## config.mk

```make
export PLATFORM = sky130hd
export DESIGN_NAME = controle_multiciclo_param_flat
export DESIGN_NICKNAME = d
export VERILOG_FILES = /design/src/rtl/controle_multiciclo_param_if.sv /design/src/rtl/controle_multiciclo_param.sv /design/src/flat_wrapper.sv
export SDC_FILE = /design/constraint.sdc
export NUM_CORES = 1
export LEC_CHECK = 0
export ABC_CLOCK_PERIOD_IN_PS = 2950
export BUFFER_PORTS_ARGS = -buffer_cell sky130_fd_sc_hd__buf_2
export CAP_MARGIN = 0
export CORE_ASPECT_RATIO = 1.75
export CORE_MARGIN = 4
export CORE_UTILIZATION = 40
export CTS_BUF_LIST = sky130_fd_sc_hd__clkbuf_8
export CTS_CLUSTER_SIZE = 30
export DETAILED_ROUTE_END_ITERATION = 7
export PLACE_DENSITY_LB_ADDON = 0.2
export SKIP_LAST_GASP = 1
export SLEW_MARGIN = 30
export SYNTH_ARGS = -nofsm -noshare
export SYNTH_HDL_FRONTEND = slang
export SYNTH_SLANG_ARGS = --single-unit
```

## constraint.sdc

```tcl
create_clock -name clk -period 2.95 [get_ports clk]
set_clock_uncertainty 0.05 [all_clocks]
set_input_delay 0.1475 -clock clk [delete_from_list [all_inputs] [get_ports clk]]
set_output_delay 0.1475 -clock clk [all_outputs]
set_load 0.01 [all_outputs]
```

## src/rtl/controle_multiciclo_param_if.sv

```systemverilog
// Control bundle between the multicycle controller (master) and the datapath (slave).
// md_start/md_done: md_start is a one-cycle request pulse; md_done is a one-cycle completion pulse
// from the mult/div unit; there is no backpressure, and a request stays outstanding until md_done or timeout.
interface controle_multiciclo_param_if;
  logic [5:0] flags;
  logic [5:0] OPCODE;
  logic [5:0] FUNCT;
  logic       md_done;
  logic [6:0] can_write;
  logic [1:0] PC_source;
  logic       M_MEM_Adress;
  logic       M_ULAA;
  logic [1:0] M_ULAB;
  logic [1:0] M_REG_adress;
  logic [2:0] M_REG_data;
  logic [2:0] ULA_op;
  logic       md_start;
  logic       md_op;
  logic       reset_out;

  modport master (
    input  flags, OPCODE, FUNCT, md_done,
    output can_write, PC_source, M_MEM_Adress, M_ULAA, M_ULAB, M_REG_adress,
           M_REG_data, ULA_op, md_start, md_op, reset_out
  );

  modport slave (
    output flags, OPCODE, FUNCT, md_done,
    input  can_write, PC_source, M_MEM_Adress, M_ULAA, M_ULAB, M_REG_adress,
           M_REG_data, ULA_op, md_start, md_op, reset_out
  );
endinterface

```

## src/rtl/controle_multiciclo_param.sv

```systemverilog
// Multicycle MIPS control FSM with parametrised memory/ALU latencies, mult/div handshake and exceptions.
// Outputs decode from state, counter, OPCODE and FUNCT; dbg_state exposes the current state.
module controle_multiciclo_param #(
  parameter int MEM_WAIT   = 2,
  parameter int ALU_WAIT   = 1,
  parameter int MD_TIMEOUT = 34
) (
  input  logic                               clk,
  input  logic                               reset,
  controle_multiciclo_param_if.master        bus,
  output logic [4:0]                         dbg_state
);

  localparam int CNT_M1  = (MEM_WAIT + 1 > ALU_WAIT) ? MEM_WAIT + 1 : ALU_WAIT;
  localparam int CNT_TOP = (CNT_M1 > MD_TIMEOUT) ? CNT_M1 : MD_TIMEOUT;
  localparam int CNT_W   = $clog2(CNT_TOP + 1);

  localparam logic [CNT_W-1:0] MEM_LAST = CNT_W'(MEM_WAIT);
  localparam logic [CNT_W-1:0] ALU_LAST = CNT_W'(ALU_WAIT - 1);
  localparam logic [CNT_W-1:0] MD_LAST  = CNT_W'(MD_TIMEOUT - 1);
  localparam logic [CNT_W-1:0] CNT_SAT  = CNT_W'(CNT_TOP);

  localparam logic [5:0] OP_R    = 6'h00;
  localparam logic [5:0] OP_J    = 6'h02;
  localparam logic [5:0] OP_JAL  = 6'h03;
  localparam logic [5:0] OP_BEQ  = 6'h04;
  localparam logic [5:0] OP_BNE  = 6'h05;
  localparam logic [5:0] OP_BLE  = 6'h06;
  localparam logic [5:0] OP_BGT  = 6'h07;
  localparam logic [5:0] OP_ADDI = 6'h08;
  localparam logic [5:0] OP_ADDIU= 6'h09;
  localparam logic [5:0] OP_LUI  = 6'h0F;
  localparam logic [5:0] OP_LW   = 6'h23;
  localparam logic [5:0] OP_SW   = 6'h2B;
  localparam logic [5:0] OP_HALT = 6'h3F;

  localparam logic [5:0] FN_JR   = 6'h08;
  localparam logic [5:0] FN_MULT = 6'h18;
  localparam logic [5:0] FN_DIV  = 6'h1A;
  localparam logic [5:0] FN_ADD  = 6'h20;
  localparam logic [5:0] FN_SUB  = 6'h22;
  localparam logic [5:0] FN_AND  = 6'h24;

  localparam logic [2:0] ALU_ADD = 3'd1;
  localparam logic [2:0] ALU_SUB = 3'd2;
  localparam logic [2:0] ALU_AND = 3'd3;
  localparam logic [2:0] ALU_CMP = 3'd7;

  typedef enum logic [4:0] {
    S_RESET, S_FETCH, S_DECODE, S_EXEC, S_WB, S_BRANCH, S_BR_CALC, S_BR_WR,
    S_MEM_ADDR, S_MEM_RD, S_LW_WB, S_MEM_WR, S_LUI, S_LINK, S_JUMP,
    S_MD_START, S_MD_WAIT, S_EXCEPT
  } state_t;

  state_t           state, next_state;
  logic [CNT_W-1:0] counter;

  logic [6:0] cw;
  logic [1:0] pcs;
  logic       ma, ua, ms, mo, rst_o;
  logic [1:0] ub, ra;
  logic [2:0] rd, op;

  logic is_r, r_alu, ovf_chk, md_div, br_taken;
  logic unused_flags;

  assign is_r     = (bus.OPCODE == OP_R);
  assign r_alu    = is_r && (bus.FUNCT == FN_ADD || bus.FUNCT == FN_SUB || bus.FUNCT == FN_AND);
  // ADDIU never traps; signed add/sub and ADDI do.
  assign ovf_chk  = (is_r && (bus.FUNCT == FN_ADD || bus.FUNCT == FN_SUB)) || (bus.OPCODE == OP_ADDI);
  assign md_div   = (bus.FUNCT == FN_DIV);
  assign unused_flags = ^{bus.flags[4], bus.flags[2], bus.flags[1]};

  always_comb begin
    br_taken = 1'b0;
    case (bus.OPCODE[1:0])
      2'b00:   br_taken = bus.flags[3];
      2'b01:   br_taken = !bus.flags[3];
      2'b10:   br_taken = !bus.flags[5];
      default: br_taken = bus.flags[5];
    endcase
  end

  always_ff @(posedge clk) begin
    if (reset) begin
      state   <= S_RESET;
      counter <= '0;
    end else begin
      state <= next_state;
      if (next_state != state)   counter <= '0;
      else if (counter != CNT_SAT) counter <= counter + 1'b1;
    end
  end

  always_comb begin
    next_state = state;
    cw    = '0;
    pcs   = '0;
    ma    = 1'b0;
    ua    = 1'b0;
    ub    = '0;
    ra    = '0;
    rd    = '0;
    op    = '0;
    ms    = 1'b0;
    mo    = 1'b0;
    rst_o = 1'b0;
    case (state)
      S_RESET: begin
        rst_o      = 1'b1;
        next_state = S_FETCH;
      end
      S_FETCH: begin
        ub = 2'd1;
        op = ALU_ADD;
        if (counter == MEM_LAST) begin
          cw[2]      = 1'b1;
          cw[5]      = 1'b1;
          next_state = S_DECODE;
        end
      end
      S_DECODE: begin
        cw[0] = 1'b1;
        cw[4] = 1'b1;
        case (bus.OPCODE)
          OP_HALT:            next_state = S_RESET;
          OP_R: begin
            if (r_alu)                                             next_state = S_EXEC;
            else if (bus.FUNCT == FN_JR)                           next_state = S_JUMP;
            else if (bus.FUNCT == FN_MULT || bus.FUNCT == FN_DIV)  next_state = S_MD_START;
            else                                                   next_state = S_EXCEPT;
          end
          OP_ADDI, OP_ADDIU:                   next_state = S_EXEC;
          OP_BEQ, OP_BNE, OP_BLE, OP_BGT:      next_state = S_BRANCH;
          OP_LW, OP_SW:                        next_state = S_MEM_ADDR;
          OP_LUI:                              next_state = S_LUI;
          OP_J:                                next_state = S_JUMP;
          OP_JAL:                              next_state = S_LINK;
          default:                             next_state = S_EXCEPT;
        endcase
      end
      S_EXEC: begin
        ua = 1'b1;
        ub = is_r ? 2'd0 : 2'd2;
        if (is_r && bus.FUNCT == FN_SUB)      op = ALU_SUB;
        else if (is_r && bus.FUNCT == FN_AND) op = ALU_AND;
        else                                  op = ALU_ADD;
        if (counter == ALU_LAST) begin
          cw[5]      = 1'b1;
          next_state = (bus.flags[0] && ovf_chk) ? S_EXCEPT : S_WB;
        end
      end
      S_WB: begin
        cw[3]      = 1'b1;
        rd         = 3'd1;
        ra         = is_r ? 2'd1 : 2'd0;
        next_state = S_FETCH;
      end
      S_BRANCH: begin
        ua = 1'b1;
        op = ALU_CMP;
        if (counter == ALU_LAST) next_state = br_taken ? S_BR_CALC : S_FETCH;
      end
      S_BR_CALC: begin
        ub         = 2'd3;
        op         = ALU_ADD;
        cw[5]      = 1'b1;
        next_state = S_BR_WR;
      end
      S_BR_WR: begin
        cw[0]      = 1'b1;
        next_state = S_FETCH;
      end
      S_MEM_ADDR: begin
        ua = 1'b1;
        ub = 2'd2;
        op = ALU_ADD;
        if (counter == ALU_LAST) begin
          cw[5]      = 1'b1;
          next_state = (bus.OPCODE == OP_LW) ? S_MEM_RD : S_MEM_WR;
        end
      end
      S_MEM_RD: begin
        ma = 1'b1;
        if (counter == MEM_LAST) next_state = S_LW_WB;
      end
      S_LW_WB: begin
        cw[3]      = 1'b1;
        rd         = 3'd2;
        next_state = S_FETCH;
      end
      S_MEM_WR: begin
        ma         = 1'b1;
        cw[1]      = 1'b1;
        next_state = S_FETCH;
      end
      S_LUI: begin
        cw[3]      = 1'b1;
        rd         = 3'd6;
        next_state = S_FETCH;
      end
      S_LINK: begin
        cw[3]      = 1'b1;
        ra         = 2'd2;
        rd         = 3'd3;
        next_state = S_JUMP;
      end
      S_JUMP: begin
        cw[0]      = 1'b1;
        pcs        = is_r ? 2'd2 : 2'd1;
        next_state = S_FETCH;
      end
      S_MD_START: begin
        ms         = 1'b1;
        mo         = md_div;
        next_state = S_MD_WAIT;
      end
      S_MD_WAIT: begin
        mo = md_div;
        // Completion beats the timeout when both land on the same cycle.
        if (bus.md_done)             next_state = S_FETCH;
        else if (counter == MD_LAST) next_state = S_EXCEPT;
      end
      S_EXCEPT: begin
        ub         = 2'd1;
        op         = ALU_SUB;
        cw[6]      = 1'b1;
        cw[0]      = 1'b1;
        pcs        = 2'd3;
        next_state = S_FETCH;
      end
      default: next_state = S_RESET;
    endcase
  end

  // Reset gates the decode so an interrupted instruction issues no write in the reset cycle.
  assign bus.can_write    = reset ? '0 : cw;
  assign bus.PC_source    = reset ? '0 : pcs;
  assign bus.M_MEM_Adress = reset ? 1'b0 : ma;
  assign bus.M_ULAA       = reset ? 1'b0 : ua;
  assign bus.M_ULAB       = reset ? '0 : ub;
  assign bus.M_REG_adress = reset ? '0 : ra;
  assign bus.M_REG_data   = reset ? '0 : rd;
  assign bus.ULA_op       = reset ? '0 : op;
  assign bus.md_start     = reset ? 1'b0 : ms;
  assign bus.md_op        = reset ? 1'b0 : mo;
  assign bus.reset_out    = reset | rst_o;
  assign dbg_state        = state;

endmodule
```

## src/flat_wrapper.sv

```systemverilog
// flat-port wrapper written by rule: the top's interface ports become plain ports
module controle_multiciclo_param_flat 
#(
  parameter int MEM_WAIT   = 2,
  parameter int ALU_WAIT   = 1,
  parameter int MD_TIMEOUT = 34
)
  (clk, reset, dbg_state, bus_flags, bus_OPCODE, bus_FUNCT, bus_md_done, bus_can_write, bus_PC_source, bus_M_MEM_Adress, bus_M_ULAA, bus_M_ULAB, bus_M_REG_adress, bus_M_REG_data, bus_ULA_op, bus_md_start, bus_md_op, bus_reset_out);
  controle_multiciclo_param_if bus_i ();
  input  logic clk;
  input  logic reset;
  output logic [4:0] dbg_state;
  input wire logic [$bits(bus_i.flags)-1:0] bus_flags;
  input wire logic [$bits(bus_i.OPCODE)-1:0] bus_OPCODE;
  input wire logic [$bits(bus_i.FUNCT)-1:0] bus_FUNCT;
  input wire logic [$bits(bus_i.md_done)-1:0] bus_md_done;
  output wire logic [$bits(bus_i.can_write)-1:0] bus_can_write;
  output wire logic [$bits(bus_i.PC_source)-1:0] bus_PC_source;
  output wire logic [$bits(bus_i.M_MEM_Adress)-1:0] bus_M_MEM_Adress;
  output wire logic [$bits(bus_i.M_ULAA)-1:0] bus_M_ULAA;
  output wire logic [$bits(bus_i.M_ULAB)-1:0] bus_M_ULAB;
  output wire logic [$bits(bus_i.M_REG_adress)-1:0] bus_M_REG_adress;
  output wire logic [$bits(bus_i.M_REG_data)-1:0] bus_M_REG_data;
  output wire logic [$bits(bus_i.ULA_op)-1:0] bus_ULA_op;
  output wire logic [$bits(bus_i.md_start)-1:0] bus_md_start;
  output wire logic [$bits(bus_i.md_op)-1:0] bus_md_op;
  output wire logic [$bits(bus_i.reset_out)-1:0] bus_reset_out;
  assign bus_i.flags = bus_flags;
  assign bus_i.OPCODE = bus_OPCODE;
  assign bus_i.FUNCT = bus_FUNCT;
  assign bus_i.md_done = bus_md_done;
  assign bus_can_write = bus_i.can_write;
  assign bus_PC_source = bus_i.PC_source;
  assign bus_M_MEM_Adress = bus_i.M_MEM_Adress;
  assign bus_M_ULAA = bus_i.M_ULAA;
  assign bus_M_ULAB = bus_i.M_ULAB;
  assign bus_M_REG_adress = bus_i.M_REG_adress;
  assign bus_M_REG_data = bus_i.M_REG_data;
  assign bus_ULA_op = bus_i.ULA_op;
  assign bus_md_start = bus_i.md_start;
  assign bus_md_op = bus_i.md_op;
  assign bus_reset_out = bus_i.reset_out;
  controle_multiciclo_param #(.MEM_WAIT(MEM_WAIT), .ALU_WAIT(ALU_WAIT), .MD_TIMEOUT(MD_TIMEOUT)) u_core (.clk(clk), .reset(reset), .bus(bus_i), .dbg_state(dbg_state));
endmodule
```

Word level (Yosys, flattened, before mapping)
Cells that the tools add are included.
{"block": "totals", "regBits": 11, "input_bits": 21, "output_inout_bits": 29, "word_cells": 123}
{"block": "op_classes", "n_addsub": 1, "n_eq_ne": 41, "mux": 50, "bitwise": 1, "reduce_logical": 28}
{"operator": "two-way mux 5 bit", "count": 11}
{"operator": "one-hot mux 5 bit (11 select lines)", "count": 1}
{"operator": "== test 6 bit, second input constant", "count": 7}
{"operator": "== test 5 x 4 -> 1 bit, second input constant", "count": 8}
{"operator": "one-hot mux 5 bit (8 select lines)", "count": 1}
{"operator": "== test 6 x 3 -> 1 bit, second input constant", "count": 4}
{"operator": "== test 6 x 4 -> 1 bit, second input constant", "count": 4}
{"operator": "one-hot mux 3 bit (4 select lines)", "count": 2}
{"operator": "== test 5 x 3 -> 1 bit, second input constant", "count": 4}
{"operator": "== test 6 x 2 -> 1 bit, second input constant", "count": 3}
{"operator": "two-way mux 1 bit", "count": 18}
{"operator": "two-way mux 2 bit", "count": 7}
{"operator": "OR reduction 2 bit", "count": 7}
{"operator": "== test 6 x 5 -> 1 bit, second input constant", "count": 2}
{"operator": "logical NOT 6 bit", "count": 2}
{"operator": "two-way mux 3 bit", "count": 4}
{"operator": "OR reduction 4 bit", "count": 3}
{"operator": "== test 5 x 2 -> 1 bit, second input constant", "count": 2}
{"operator": "== test 5 bit, second input constant", "count": 2}
{"operator": "one-hot mux 2 bit (2 select lines)", "count": 2}
{"operator": "one-hot mux 2 bit (4 select lines)", "count": 1}
{"operator": "OR reduction 8 bit", "count": 1}
{"operator": "two-way mux 7 bit", "count": 1}
{"operator": "adder 6 x 1 -> 6 bit, second input constant", "count": 1}
{"operator": "other kinds (13)", "count": 23}

Depth between registers and ports, before layout
Gate-level depths: netlist (run 1).
{"block": "logic_depth", "depth_word": 10, "depth_mapped": 9, "mapped_depth_nobuf": 8}

Worst setup path after synthesis (run 1)
OpenSTA, ideal clock, no wires.
{"block": "synth_path", "path_kind": "register to register", "from": "reg u_core.counter[2]", "to": "reg u_core.counter[0]", "setup_ns": 0.092, "t_arrival_ns": 2.197, "required_time_ns": 2.808, "path_slack_ns": 0.611, "path_stages_with_launch": 8, "n_path_buf": 0, "period_less_slack_ns": 2.339, "path_cell_list": "dfxtp_1 -> nor4_4 -> a221oi_1 -> a31o_1 -> or4_4 -> nor4_4 -> xnor2_1 -> nor4_1"}
{"block": "synth_via", "elab_chain_cells": 6, "elab_cells_between_ends": 14, "classes_between": "4 x eq/ne; 8 x mux; 2 x reduce/logical"}
{"element": "start: declaration", "line_no": "controle_multiciclo_param.sv:56", "rtl": "logic [CNT_W-1:0] counter;"}
{"element": "start signal: assignment", "line_no": "controle_multiciclo_param.sv:91", "rtl": "else if (counter != CNT_SAT) counter <= counter + 1'b1;"}
{"element": "== test 6 bit", "line_no": "controle_multiciclo_param.sv:222", "rtl": "else if (counter == MD_LAST) next_state = S_EXCEPT;"}
{"element": "two-way mux 5 bit", "line_no": "controle_multiciclo_param.sv:222"}
{"element": "two-way mux 5 bit", "line_no": "controle_multiciclo_param.sv:221", "rtl": "if (bus.md_done) next_state = S_FETCH;"}
{"element": "one-hot mux 5 bit (11 select lines)", "line_no": "controle_multiciclo_param.sv:108", "rtl": "case (state)"}
{"element": "!= test 5 bit", "line_no": "controle_multiciclo_param.sv:90", "rtl": "if (next_state != state) counter <= '0;"}
{"element": "OR reduction 2 bit (no source line)"}
Several ways; a longest one is shown, not always the timed one.
A chain may end at the register's enable or synchronous reset.

Worst setup path after layout (run 1)
{"block": "layout_path", "from": "reg u_core.counter[2]", "to": "reg u_core.counter[3]"}
Same word-level chain as after synthesis.

==> impl_metrics.yaml, run 1 <==
detailed_routing:
  ant_nets: 0
  dr_total_vias: 2020
  routed-wl-met3_um: 245
  wl_met1_um: 1940
  wl_met2_um: 2630
  drc: 0
  drt-initial-drc-count: 55
  via_per_inst: 6.05
  drt-total-wl_um: 4970
  topRoutingLayerUsed: "met4"
  wl_per_cell_um: 14.9
  dr.pass1.iters: 5
clocking:
  cts_root_buf: "clkbuf_8"
  cts_resized: 0
  cts_tree: "yes"
  post_cts_buffers: 0
  clk_path_buf_depth: 2
  cts_made_buffers: 3
  cts.sinks: 11
  clk_latency_ps: 240
  clk_pin_slew_ps: 50
  hold_buffers: 0
  h-tree-depth: 1
setup_path:
  r2r_slack_ps: 330
  path_cells: "nor4_4 -> nand2_2 -> a31o_1 -> or4_4 -> nor4_4 -> xnor2_1 -> buf_4 -> nor4_1"
  cp.arrival_ps: 2710
  reg2reg_depth: 8
  reg2reg_from: "u_core.counter[2]"
  slowest_stage: "or4_4"
  critPathKind: "reg2reg"
  cpMostUsedCell: "nor4_4"
  cp_max_fo: 6
  cp_num_buf_inv: 1
  r2r-end: "u_core.counter[3]"
  max_stage_delay_ps: 500
  critical_path.top_delay_family: "simple AND/OR/NAND/NOR gates"
  critPathCaptureType: "flop"
  crit_required_ps: 3040
  start_kind: "flop"
synthesis:
  yosysTopAreaCell: "dfxtp_1"
  synth_area_um2: 1570
  netlist_instances: 241
  ys_seq_area_frac: 0.140
  async_flop_share: 0
  yosys.area.top_type_share: 0.140
  synth.avg_cell_area_um2: 6.52
  synth-edff-count: 0
  yosys_warnings: 0
  synth_ff_type: "dfxtp_1"
  ys_ff_latch: 11
  synth_fp_nets: 266
  synthTopCellsByArea: "dfxtp_1 (14%), nor2_1 (7.9%), a21oi_1 (5.7%)"
  yosysUniqueCellTypes: 54
min_path:
  holdPathEnd: "u_core.dbg_state[3]"
  hold_start: "reset"
  hold_depth: 2
  hold_path.class: "in2reg"
finish:
  most-common-layout-cells: "buf_2 (46), nor2_1 (33), nand2_1 (19)"
  final_common_cell: "buf_2"
  multi_input_area_um2: 1250
  drive_above_1_share: 0.243
  regArea_um2: 220
  fin_nets: 314
  fill_cells: 419
  area_delta_synth_final_pct: 23.7
  diodes: 0
timing:
  post-route-period-util: 0.888
  fin_tns_setup_ps: 0
  hold_viol: 0
  slew_viol_final: 0
  fmax_mhz: 382
  worstMarginPinSlew_ps: 484
  rsz0062_at_grt: "false"
  finalCriticalPeriod_ps: 2620
  whs_ps: 224
  setup_violations: 0
  relSlewSlack: 0.676
global_routing:
  grt_max_degree: 19
  grt-ovfl-total: 0
  grt_pass1_vias: 1761
  gr-usage-all-layers: 0.193
  grt_pass1_wl_um: 8140
  grt_antenna_before_repair: 0
power_and_ir_drop:
  pwr-share-comb: 0.628
  power_frac_seq: 0.219
  power.density_nw_per_um2: 493
  p_int_w: 0.000508
  p_clk_frac: 0.153
  p_sw_w: 0.000450
  swShare: 0.470
  irDropWorstVdd_v: 0.000324
  p_leak_nw: 0.857
die:
  die-area_um2: 5030
  fp.dieH_um: 90.9
  die_x_um: 55.4
  rows: 29
  start_util: 0.424
  fp.coreArea_um2: 3700
  pin_count: 50
run:
  maxCapViolations: 0
run_status:
  status: "finished, final reports clean"
place:
  dp_hpwl_um: 4010
  portBuffers: 46
  place_congestion: 0.930
## worst max path at each step
stage,startpoint,to,depth (start not counted)
finish,u_core.counter[2],u_core.counter[3],8
floorplan,u_core.counter[2],u_core.counter[0],7
CTS,u_core.counter[2],u_core.counter[3],8
global placement,u_core.counter[2],u_core.counter[5],8
global route,u_core.counter[2],u_core.counter[3],8
detailed placement,u_core.counter[2],u_core.counter[3],8
## routing by layer
metal,track usage,vias to the layer above
li1,-,986
met1,0.221,936
met2,0.350,82
met3,0.0286,16
met4,0.0751,0
met5,0,-
## power by group through the flow
stage / clock, W / sequential [W] / combinational (W)
3_5_place_dp: 0 / 0.000211 / 0.000596
5_1_grt: 0.000161 / 0.000213 / 0.000665
6_report: 0.000147 / 0.000209 / 0.000602
2_1_floorplan: 0 / 0.000193 / 0.000411
3_3_place_gp: 0 / 0.000211 / 0.000597
4_1_cts: 0.000153 / 0.000207 / 0.000598
## Yosys cell counts, types with 2 or more instances
cell type and instances:
nand4_1 5, and3_1 2, xnor2_1 5, xor2_1 5, a21o_1 2, a22oi_1 2, nor2b_1 6, mux2i_1 2
nor3b_1 2, ha_1 4, nand3_1 8, nor2_1 33, nand2b_1 6, nor4b_1 3, o31a_1 2, a21oi_1 18
buf_2 2, or3_1 2, buf_1 2, nor4_4 2, o32ai_1 2, dfxtp_1 11, a31oi_1 6, nand2_1 19
inv_1 10, o22ai_1 3, a221oi_1 2, nor4_1 12, o32a_1 2, o31ai_1 3, o21ai_0 13, nor3_1 10
clkbuf_1 13, o211ai_1 2
## logic make-up after synthesis
group,share of synthesized area
AOI/OAI and AO/OA,0.263
buffers and inverters,0.0661
xor gates and xnor gates,0.0558
DFF,0.140
adders and majority gates,0.0319
and+or+nand+nor,0.430
muxes,0.0127
## cell type report
type / count / share of cell area
clock inverters: 1 / 0.00193
well taps: 46 / 0.0296
clock buffers: 3 / 0.0213
multi-input cells: 203 / 0.642
repair buffers: 60 / 0.173
flip-flops and latches: 11 / 0.113
inverters: 10 / 0.0193
## registers in the layout (all words and copies together) (netlist names)
register          flops
u_core.dbg_state      5
u_core.counter        6
## through the flow
stage	cells	area, um2	setup slack, ps	util	total power, W
floorplan	241	1570	611	-	0.000604
global placement	330	1900	382	0.513	0.000809
detailed placement	330	1900	311	0.513	0.000807
CTS	334	1940	300	0.525	0.000959
global route	334	1940	176	0.525	0.00104
finish	334	1940	330	0.525	0.000958
Power figures use the tool's default switching activity.
==> inputs of run 2 (changes only) <==
RECOVER_POWER = 50   (was unset)
==> impl_metrics.yaml, run 2 (synthesis results as in run 1) <==
timing:
  whs_ps: 221
  slew_viol_final: 0
  fin_tns_setup_ps: 0
  rsz0062_at_grt: "false"
  setup_violations: 0
  relSlewSlack: 0.675
  finalCriticalPeriod_ps: 2630
  post-route-period-util: 0.891
  fmax_mhz: 380
  hold_viol: 0
  worstMarginPinSlew_ps: 486
detailed_routing:
  drt-total-wl_um: 4990
  via_per_inst: 5.99
  ant_nets: 0
  drc: 0
  dr_total_vias: 2001
  wl_per_cell_um: 14.9
  drt-initial-drc-count: 62
  dr.pass1.iters: 5
power_and_ir_drop:
  power.density_nw_per_um2: 497
  swShare: 0.474
  p_int_w: 0.000501
  p_sw_w: 0.000451
  p_clk_frac: 0.154
  pwr-share-comb: 0.625
  p_leak_nw: 0.790
  irDropWorstVdd_v: 0.000322
  power_frac_seq: 0.220
  power_w: 0.000952
die:
  die-area_um2: 5030
  die_x_um: 55.4
  fp.coreArea_um2: 3700
  rows: 29
  fp.dieH_um: 90.9
  pin_count: 50
  start_util: 0.424
place:
  portBuffers: 46
  place_congestion: 0.930
  dp_hpwl_um: 4010
finish:
  most-common-layout-cells: "nor2_1 (33), buf_2 (33), nand2_1 (19)"
  drive_above_1_share: 0.188
  top_register: "u_core.counter"
  largest_reg_flops: 6
  fill_cells: 425
  area_delta_synth_final_pct: 21.9
  fin_nets: 314
  diodes: 0
setup_path:
  critPathCaptureType: "flop"
  r2r_slack_ps: 320
  endpoint: "u_core.counter[3]"
  slowest_stage: "dfxtp_1"
  max_stage_delay_ps: 450
  crit_required_ps: 3000
  cp_max_fo: 13
  reg2reg_depth: 8
  r2r-end: "u_core.counter[3]"
  cp.arrival_ps: 2680
  path_cells: "clkbuf_1 -> nor2b_1 -> nand3b_1 -> o21ai_0 -> a21oi_1 -> o211ai_1 -> xor2_1 -> nor4_1"
  reg2reg_from: "u_core.dbg_state[0]"
  critical_path.top_delay_family: "simple AND/OR/NAND/NOR gates"
  critical_path_depth: 8
  startpoint: "u_core.dbg_state[0]"
  cp_num_buf_inv: 1
  critPathKind: "reg2reg"
  start_kind: "flop"
clocking:
  clk_latency_ps: 240
  cts_made_buffers: 3
  cts_resized: 0
  clk_pin_slew_ps: 50
  cts_root_buf: "clkbuf_8"
  hold_buffers: 0
  clk_path_buf_depth: 2
  post_cts_buffers: 0
  h-tree-depth: 1
  cts.sinks: 11
  cts_tree: "yes"
global_routing:
  grt_pass1_vias: 1761
  grt_pass1_wl_um: 8140
  grt_antenna_before_repair: 0
  gr-usage-all-layers: 0.193
  grt-ovfl-total: 0
  grt_max_degree: 19
run:
  maxCapViolations: 0
min_path:
  hold_start: "reset"
  hold_path.class: "in2reg"
run_status:
  status: "finished, final reports clean"
==> run 2: cell count changes in the layout (fill, tap and decap cells not counted), sizes merged <==
cell,change
buf,-16
clkbuf,+16
==> run 2: worst register-to-register path, stage by stage, from the launching register on <==
cell	delay, ps
dfxtp_1	450
clkbuf_1	260
nor2b_1	350
nand3b_1	240
o21ai_0	220
a21oi_1	60
o211ai_1	300
xor2_1	450
nor4_1	100
==> run 2: area by class of cell <==
class                           instances  area, um2  share of cell area
Inverter                               10       37.5              0.0196
Clock buffer                            3       41.3              0.0216
Clock inverter                          1       3.75             0.00196
Multi-Input combinational cell        203       1250               0.651
Sequential cell                        11        220               0.115
Tap cell                               46       57.6              0.0301
Timing Repair Buffer                   60        308               0.161
==> run 2: worst min-delay path by stage <==
stage,slack [ps],cells after the start,endpoint
after floorplan,370,2,bus_md_op
after global placement,470,2,u_core.dbg_state[3]
after detailed placement,470,2,u_core.dbg_state[2]
after CTS,220,2,u_core.dbg_state[2]
after global routing,210,2,u_core.dbg_state[2]
final,220,2,u_core.dbg_state[3]
==> run 2: power groups by stage <==
stage	clock network, W	registers (W)	logic [W]
floorplan	0	0.000193	0.000411
global placement	0	0.000211	0.000597
detailed placement	0	0.000211	0.000596
CTS	0.000153	0.000207	0.000598
global route	0.000161	0.000213	0.000658
finish	0.000147	0.000209	0.000595
==> run 2: routing by layer <==
layer / vias to the layer above / global-route usage / share of wire
li1: 988 / - / -
met1: 929 / 0.221 / 0.40
met2: 68 / 0.350 / 0.53
met3: 16 / 0.0286 / 0.044
met4: 0 / 0.0751 / 0.031
met5: - / 0 / 0
==> run 2: stage by stage <==
step | util | instances | worst slack (ps) | instance area (um2)
floorplan | - | 241 | 611 | 1570
global placement | 0.513 | 330 | 382 | 1900
detailed placement | 0.513 | 330 | 311 | 1900
CTS | 0.525 | 334 | 300 | 1940
global route | 0.517 | 334 | 151 | 1910
finish | 0.517 | 334 | 320 | 1910
==> inputs of run 3 (changes only) <==
ABC_AREA = 1   (was unset)
CTS_CLUSTER_DIAMETER = 60   (was unset)
CTS_CLUSTER_SIZE = 28   (was 30)
==> impl_metrics.yaml, run 3 <==
power_and_ir_drop:
  swShare: 0.335
  p_sw_w: 0.000144
  p_clk_frac: 0.337
  p_int_w: 0.000286
  power.density_nw_per_um2: 235
  power_frac_seq: 0.374
  pwr-share-comb: 0.289
  p_leak_nw: 0.940
  irDropWorstVdd_v: 0.000270
global_routing:
  grt_antenna_before_repair: 0
  gr-usage-all-layers: 0.184
  grt-ovfl-total: 0
  grt_pass1_vias: 1839
  grt_max_degree: 27
  grt_pass1_wl_um: 7630
die:
  pin_count: 50
  die_x_um: 55.3
  die-area_um2: 5030
  rows: 29
  fp.dieH_um: 90.9
  start_util: 0.424
  fp.coreArea_um2: 3700
synthesis:
  synth_xor_area_frac: 0.0223
  synth_top_family_by_area: "simple AND/OR/NAND/NOR gates"
  synth_ff_type: "dfxtp_1"
  synth_fp_nets: 305
  synthSimpleGateAreaFrac: 0.528
  synth_mux_area_frac: 0
  synthTopCellsByArea: "dfxtp_1 (14%), nand2_1 (14%), nand3_1 (11%)"
  ys_seq_area_frac: 0.140
  synth_common_cells: "nand2_1 (57), nor2_1 (45), inv_1 (42)"
  ys_ff_latch: 11
  yosysUniqueCellTypes: 32
  synth-edff-count: 0
  yosys.area.top_type_share: 0.140
  synth_compound_area_frac: 0.139
  async_flop_share: 0
  synth.most_common_cell: "nand2_1"
  synth.avg_cell_area_um2: 5.60
  synth_fa_ha_area_frac: 0.0319
  yosysTopAreaCell: "dfxtp_1"
  netlist_instances: 280
  synth_area_um2: 1570
  yosys_warnings: 0
clocking:
  h-tree-depth: 1
  clk_path_buf_depth: 2
  clk_pin_slew_ps: 50
  cts_root_buf: "clkbuf_8"
  cts_made_buffers: 3
  cts.sinks: 11
  cts_resized: 0
  clk_latency_ps: 230
  hold_buffers: 0
  post_cts_buffers: 0
  cts_tree: "yes"
setup_path:
  critPathCaptureType: "flop"
  critPathKind: "reg2reg"
  start_kind: "flop"
  r2r-end: "u_core.counter[4]"
  cp_max_fo: 6
  reg2reg_from: "u_core.dbg_state[1]"
  r2r_slack_ps: 610
  cp_num_buf_inv: 3
  crit_required_ps: 3020
  critical_path.top_delay_family: "simple AND/OR/NAND/NOR gates"
  cpMostUsedCell: "nor2_1"
  cp.arrival_ps: 2420
  reg2reg_depth: 13
  max_stage_delay_ps: 410
  path_cells: "inv_1 -> nor2_1 -> nand2_1 -> nor2_1 -> inv_2 -> nor2_1 -> nand3_2 -> nand2_1 -> inv_1 -> nand3_1 -> a21oi_1 -> nand3_2 -> nor2_1"
  slowest_stage: "nor2_1"
timing:
  setup_violations: 0
  relSlewSlack: 0.677
  finalCriticalPeriod_ps: 2340
  slew_viol_final: 0
  whs_ps: 239
  fin_tns_setup_ps: 0
  worstMarginPinSlew_ps: 482
  post-route-period-util: 0.794
  finalWorstSetupSlack_ps: 607
  rsz0062_at_grt: "false"
  fmax_mhz: 427
  hold_viol: 0
detailed_routing:
  dr.pass1.iters: 4
  via_per_inst: 5.15
  dr_total_vias: 1910
  drc: 0
  drt-initial-drc-count: 62
  drt-total-wl_um: 4580
  ant_nets: 0
  wl_per_cell_um: 12.3
place:
  dp_hpwl_um: 3890
  portBuffers: 46
  pre_cts_ws_ps: 840
  place_congestion: 0.930
finish:
  final_common_cell: "nand2_1"
  largest_reg_flops: 6
  diodes: 0
  fin_nets: 351
  most-common-layout-cells: "nand2_1 (59), nor2_1 (50), inv_1 (44)"
  multi_input_area_um2: 1100
  top_register: "u_core.counter"
  regArea_um2: 220
  fill_cells: 456
  area_delta_synth_final_pct: 16.7
  drive_above_1_share: 0.203
run:
  maxCapViolations: 0
min_path:
  hold_path.class: "in2reg"
  hold_depth: 3
  hold_start: "bus_flags[0]"
  holdPathEnd: "u_core.dbg_state[0]"
run_status:
  status: "finished, final reports clean"
==> run 3: power groups by stage <==
stage | combinational (W) | sequential, W | clock (W)
after floorplan | 0.0000925 | 0.000160 | 0
after global placement | 0.000125 | 0.000164 | 0
after CTS | 0.000127 | 0.000161 | 0.000149
after detailed placement | 0.000127 | 0.000164 | 0
after global routing | 0.000143 | 0.000161 | 0.000156
final | 0.000124 | 0.000161 | 0.000145
==> run 3: how the worst max path moves through the flow <==
| stage | start | end | cells after the start |
|---|---|---|---|
| after global placement | u_core.dbg_state[0] | u_core.counter[4] | 12 |
| final | u_core.dbg_state[1] | u_core.counter[4] | 13 |
| after global routing | u_core.dbg_state[1] | u_core.counter[0] | 13 |
| after CTS | u_core.dbg_state[1] | bus_md_op | 7 |
| after detailed placement | u_core.dbg_state[0] | u_core.counter[5] | 12 |
| after floorplan | u_core.dbg_state[1] | bus_md_op | 6 |
==> run 3: area by class of cell <==
type / count / share of cell area
flip-flops and latches: 11 / 0.120
inverters: 49 / 0.100
repair buffers: 46 / 0.120
well taps: 46 / 0.0314
clock buffers: 3 / 0.0226
clock inverters: 1 / 0.00205
multi-input cells: 215 / 0.604
==> run 3: routing by layer <==
layer	global-route usage	vias up	share of wire	routed length [um]
li1	-	993	-	-
met1	0.176	841	0.36	1650
met2	0.359	57	0.55	2510
met3	0.0200	19	0.040	182
met4	0.112	0	0.051	235
met5	0	-	0	0
==> run 3: kinds of logic after synthesis <==
| group | count (synthesis) |
|---|---|
| simple gates | 172 |
| flops | 11 |
| xor+xnor | 4 |
| compound gates | 35 |
| buf+inv | 54 |
| fa+ha+maj | 4 |
==> run 3: worst min-delay path, cell delays in order <==
cell     delay [ps]
buf_2           110
nand3_2         100
a31oi_1         100
==> run 3: per-stage QoR <==
| stage | std cells | util | area, um2 | power [W] |
|---|---|---|---|---|
| final | 371 | 0.495 | 1830 | 0.000429 |
| after global routing | 371 | 0.495 | 1830 | 0.000460 |
| after CTS | 371 | 0.505 | 1870 | 0.000437 |
| after detailed placement | 367 | 0.493 | 1820 | 0.000291 |
| after global placement | 367 | 0.493 | 1820 | 0.000289 |
| after floorplan | 280 | - | 1570 | 0.000253 |
